## src/rtl/boreal_pkg.sv

```systemverilog
// Shared constants and the state type for the Boreal frame unpacker.
package boreal_pkg;

    localparam int BOREAL_FRAME_W = 792;
    localparam int BOREAL_WORD_W  = 24;
    localparam int BOREAL_NUM_CH  = 32;

    localparam logic [3:0] BOREAL_SYNC_NIBBLE = 4'hC;

    typedef enum logic {
        IDLE   = 1'b0,
        STREAM = 1'b1
    } unpack_state_t;

endpackage

```

## src/rtl/boreal_frame_unpacker.sv

```systemverilog
// Boreal frame unpacker: pops one 792-bit frame at a time from a show-ahead
// FIFO, latches its status word, and streams the channel samples as a
// valid/ready stream with channel index and first/last flags.
//
// Optional build macro SYNC_CHECK_EN: when defined, frames whose top status
// nibble is not the sync pattern are popped and dropped, and err_count
// records them. When undefined, every frame streams and err_count stays 0.
//
// state  | meaning
// -------+--------------------------------------------------------------
// IDLE   | no frame held; loads as soon as the FIFO is non-empty
// STREAM | frame_reg holds a frame; beats go out on s_valid & s_ready
module boreal_frame_unpacker
    import boreal_pkg::*;
#(
    parameter int DATA_WIDTH = BOREAL_FRAME_W,
    parameter int WORD_WIDTH = BOREAL_WORD_W,
    parameter int NUM_CH     = BOREAL_NUM_CH
) (
    input  logic                        clk,
    input  logic                        rst,
    input  logic [DATA_WIDTH-1:0]       fifo_dout,
    input  logic                        fifo_empty,
    output logic                        fifo_rd_en,
    output logic [WORD_WIDTH-1:0]       status_word,
    output logic                        s_valid,
    input  logic                        s_ready,
    output logic [WORD_WIDTH-1:0]       s_data,
    output logic [$clog2(NUM_CH)-1:0]   s_chan,
    output logic                        s_first,
    output logic                        s_last,
    output logic [15:0]                 frame_count,
    output logic [15:0]                 err_count
);

    localparam int CH_W = $clog2(NUM_CH);

    unpack_state_t state;
    unpack_state_t state_nxt;

    logic [DATA_WIDTH-1:0] frame_reg;
    logic [CH_W-1:0]       chan;
    logic [WORD_WIDTH-1:0] words [NUM_CH];

    logic beat_hs;
    logic last_hs;
    logic load_req;
    logic sync_ok;
    logic load_take;

    // Channel c lives in word c+1; word 0 (the status word) sits at the MSBs.
    for (genvar c = 0; c < NUM_CH; c++) begin : g_words
        assign words[c] = frame_reg[DATA_WIDTH-1-(c+1)*WORD_WIDTH -: WORD_WIDTH];
    end

    // The status word is simply the top word of the held frame, so a dropped
    // frame (never written to frame_reg) cannot disturb it.
    assign status_word = frame_reg[DATA_WIDTH-1 -: WORD_WIDTH];

`ifdef SYNC_CHECK_EN
    assign sync_ok = (fifo_dout[DATA_WIDTH-1 -: 4] == BOREAL_SYNC_NIBBLE);
`else
    assign sync_ok = 1'b1;
`endif

    assign beat_hs = s_valid & s_ready;
    assign last_hs = beat_hs & s_last;

    // A pop happens whenever a frame is wanted and one is present; a frame
    // failing the sync check is still popped, just not taken.
    assign load_req   = !rst && !fifo_empty && ((state == IDLE) || last_hs);
    assign fifo_rd_en = load_req;
    assign load_take  = load_req & sync_ok;

    // State register.
    always_ff @(posedge clk) begin
        if (rst) begin
            state <= IDLE;
        end else begin
            state <= state_nxt;
        end
    end

    // Next-state: enter or stay in STREAM only when a good frame is taken.
    always_comb begin
        state_nxt = state;
        case (state)
            IDLE: begin
                if (load_take) begin
                    state_nxt = STREAM;
                end
            end
            STREAM: begin
                if (last_hs) begin
                    state_nxt = load_take ? STREAM : IDLE;
                end
            end
            default: state_nxt = IDLE;
        endcase
    end

    // Stream outputs come straight from the held frame and the channel counter.
    always_comb begin
        s_valid = (state == STREAM);
        s_chan  = chan;
        s_data  = words[chan];
        s_first = s_valid && (chan == '0);
        s_last  = s_valid && (chan == CH_W'(NUM_CH - 1));
    end

    // Frame register, channel counter and completed-frame counter.
    always_ff @(posedge clk) begin
        if (rst) begin
            frame_reg   <= '0;
            chan        <= '0;
            frame_count <= '0;
        end else begin
            if (load_take) begin
                frame_reg <= fifo_dout;
                chan      <= '0;
            end else if (beat_hs) begin
                chan <= s_last ? '0 : chan + 1'b1;
            end
            if (last_hs) begin
                frame_count <= frame_count + 16'd1;
            end
        end
    end

`ifdef SYNC_CHECK_EN
    // Saturating count of frames dropped for a bad sync nibble.
    always_ff @(posedge clk) begin
        if (rst) begin
            err_count <= '0;
        end else if (load_req && !sync_ok && (err_count != 16'hFFFF)) begin
            err_count <= err_count + 16'd1;
        end
    end
`else
    assign err_count = '0;
`endif

endmodule

```

## config.mk

```make
export PLATFORM = sky130hd
export DESIGN_NAME = boreal_frame_unpacker
export DESIGN_NICKNAME = d
export VERILOG_FILES = /design/src/rtl/boreal_pkg.sv /design/src/rtl/boreal_frame_unpacker.sv
export SDC_FILE = /design/constraint.sdc
export NUM_CORES = 1
export LEC_CHECK = 0
export CAP_MARGIN = 30
export CORE_AREA = 2 2 347 349
export CTS_BUF_LIST = sky130_fd_sc_hd__clkbuf_4
export DETAILED_ROUTE_END_ITERATION = 7
export DIE_AREA = 0 0 349 351
export PLACE_DENSITY = 0.59
export SETUP_SLACK_MARGIN = 0.2
export SLEW_MARGIN = 20
export SYNTH_ARGS = -nofsm -noshare
export SYNTH_HDL_FRONTEND = slang
export SYNTH_SLANG_ARGS = --single-unit
```

## constraint.sdc

```tcl
create_clock -name clk -period 8.3 [get_ports clk]
set_clock_uncertainty 0.2 [all_clocks]
set_input_delay 0.83 -clock clk [delete_from_list [all_inputs] [get_ports clk]]
set_output_delay 0.83 -clock clk [all_outputs]
set_load 0.005 [all_outputs]
```

==> flow_summary.toml <==
[outcome]
status = "complete, no violations"

[power_and_ir_drop]
power_density_nw_per_um2 = 172
ir_worst_vdd_v = 0.000114
power_leakage_nw = 19.5
report.power.total_mw = 9.52
switchingPower_mw = 2.58
sw_frac_of_total_pct = 27.1
clkPwrFrac_pct = 39.0
power_frac_seq_pct = 45.5
pwr-share-comb_pct = 15.5
internal_power_mw = 6.94

[setup_path]
worstPathArrival_ns = 5.00
timing.rr.start = "s_chan[1]"
cpMostUsedCell = "buf_4"
crit_path_max_incr_delay_ns = 0.66
worst-setup-path-type = "register to output port"
critPathMaxFanout = 31
reg2reg_depth = 9
cp_slowest_cell = "nor2b_4"
r2r_slack_ns = 2.97
cp_cell_sequence = "buf_4 -> nor2b_4 -> buf_4 -> a22o_1 -> a2111oi_1 -> buf_4 -> a21oi_1 -> clkdlybuf4s50_1"
crit_required_ns = 7.27
critPathBufInv = 4
startpoint_type = "register"
cp_top_family = "buffers and inverters"
r2r_end = "frame_reg[762]"
cp-end-kind = "output port"

[floorplanning]
core_area_um2 = 119000
rows = 127
initial_core_util_pct = 30.3
io-pin-count = 885
die_area_um2 = 122000
die_w_um = 349
fp.dieH_um = 351

[global_routing]
grt_pass1_wl_um = 219000
overflow = 0
grt_antenna_before_repair = 41
grt_max_degree = 304
grt_usage_pct = 23.9
grt_pass1_vias = 34637

[cts]
clk_latency_ns = 1.11
htreeDepth = 4
cts-buffers-inserted = 226
clkSinkCount = 814
clk_path_buf_depth = 3
ctsRootBufferMaster = "clkbuf_4"
clk_pin_slew_ns = 0.06
cts_resized = 0
cts_tree = "built"

[min_path]
min_from = "fifo_dout[80]"
hold_end = "frame_reg[80]"
hold_depth = 3
hold_path_class = "input port to register"

[sta]
hold_viol_final = 0
rsz0062_at_grt = "false"
worstMarginPinSlew_ns = 1.46
period_needed_ns = 6.03
drv_slew = 0
slew_headroom_pct = 2.61
final.period_utilization_pct = 72.7
setup_tns_ns = 0
fmax_mhz = 166
setup_ws_ns = 2.27
setup_viol = 0

[synth]
synth-seq-area-share_pct = 45.2
synth_area_per_cell_um2 = 8.82
yosys_register_bits = 814
yosysUniqueCellTypes = 42
syn-instance-count = 4086
yosys_warnings = 0
synth_edf_count = 0
synthFlopType = "dfxtp_1"
synthArstFlopShare_pct = 0
syn-cell-area_um2 = 36000

[routing]
antenna_left = 0
wl_per_cell_um = 20.9
drt_first_pass_iters = 8
finalWirelength_um = 152000
drt_iter0_drc = 2742
dr_total_vias = 34771
via_per_inst = 4.77
drc = 0

[placement]
place_ws_ns = 3.04
gp_congestion = 0.892
hpwl_um = 106000
port_buffers = 868

[final_layout]
mostFrequentLayoutCells = "clkdlybuf4s50_1 (867), dfxtp_1 (810), nand2_1 (799), o21ai_0 (795), nand2b_1 (792)"
drive_gt1_share_pct = 9.64
final_net_count = 6332
largest_register_ffs = 792
syn_to_final_growth_pct = 53.5
final_common_cell = "clkdlybuf4s50_1"

[job]
cap_violations = 0
[final cells by class]
class                   count  area [µm²]
inverters                   7        26.3
diodes                     39        97.6
well taps                1548        1940
multi-input cells        2894       18100
clock inverters            92         537
repair buffers           1589       15900
clock buffers             311        2330
fillers                 11412       63700
flip-flops and latches    814       16300
[routing by layer]
metal | wire length (µm) | up-vias | part of all wire [%] | global-route usage, %
met5 | 147 | - | 0.096 | 0
li1 | - | 16849 | - | -
met3 | 10200 | 331 | 6.7 | 5.56
met2 | 72800 | 1256 | 48 | 39.9
met4 | 5590 | 24 | 3.7 | 10.1
met1 | 63700 | 16311 | 42 | 29.7
[power groups by stage]
stage | sequential [mW] | clock (mW) | combinational [mW]
final | 4.33 | 3.72 | 1.47
after global routing | 4.36 | 4.05 | 1.58
after CTS | 4.33 | 3.83 | 1.47
after detailed placement | 4.41 | 0 | 1.18
after global placement | 4.41 | 0 | 1.17
after floorplan | 4.35 | 0 | 0.561
[cell families (layout without fill, tap and decap cells)]
group / Yosys count / in the layout / share of synthesized area, %
compound gates: 976 / 976 / 14.6
mux: 245 / 245 / 11.8
fa+ha+maj: 4 / 4 / 0.139
xor+xnor: 9 / 9 / 0.219
flops: 814 / 814 / 45.2
buf+inv: 393 / 1999 / 5.04
simple gates: 1644 / 1644 / 22.9
other cells: 1 / 55 / 0.0104
[worst min-delay path: stages]
cell	delay [ns]
clkdlybuf4s50_1	0.41
nand2_1	0.06
o21ai_0	0.06
[synth_stat cells (all sizes together), types with 3 or more instances]
cell	count	area share, %
nand4	3	0.087
o221ai	24	0.58
o31ai	3	0.063
a21oi	54	0.75
mux4	144	9.0
nor2	15	0.16
a22oi	24	0.50
o22ai	24	0.42
dfxtp	814	45
nand3	9	0.13
mux2i	99	2.8
a211oi	3	0.076
xnor2	6	0.15
and3	3	0.056
a2111oi	24	0.58
a22o	24	0.58
nor2b	4	0.069
nand2	800	8.4
nand2b	792	14
clkbuf	209	2.2
inv	7	0.073
or4	5	0.10
ha	4	0.14
o21ai	795	11
nor3	5	0.069
nor4	3	0.052
xor2	3	0.073
buf	177	2.8
[timing repair]
action	in CTS	in global routing
hold buffers	689	0
setup buffers	0	0
endpoints found under the hold margin	701	0
[how the worst max path moves through the flow]
stage	from	endpoint	cells past startpoint
finish	s_chan[0]	s_data[23]	8
global route	s_chan[0]	s_data[23]	8
CTS	s_chan[1]	s_data[6]	6
detailed placement	s_chan[1]	frame_reg[603]	9
global placement	s_chan[1]	s_data[4]	6
floorplan	s_chan[2]	fifo_rd_en	12
[metrics by stage]
| stage | util (%) | area [µm²] | hold WS (ns) | cells |
|---|---|---|---|---|
| final | 46.5 | 55300 | 0.141 | 7294 |
| after floorplan | - | 36100 | 0.246 | 4101 |
| after CTS | 46.4 | 55200 | 0.000261 | 7255 |
| after global placement | 38.2 | 45400 | 0.256 | 6160 |
| after detailed placement | 38.2 | 45500 | 0.261 | 6163 |
| after global routing | 46.5 | 55300 | 0.0205 | 7283 |
No activity file was read; power rests on OpenSTA's default activity.
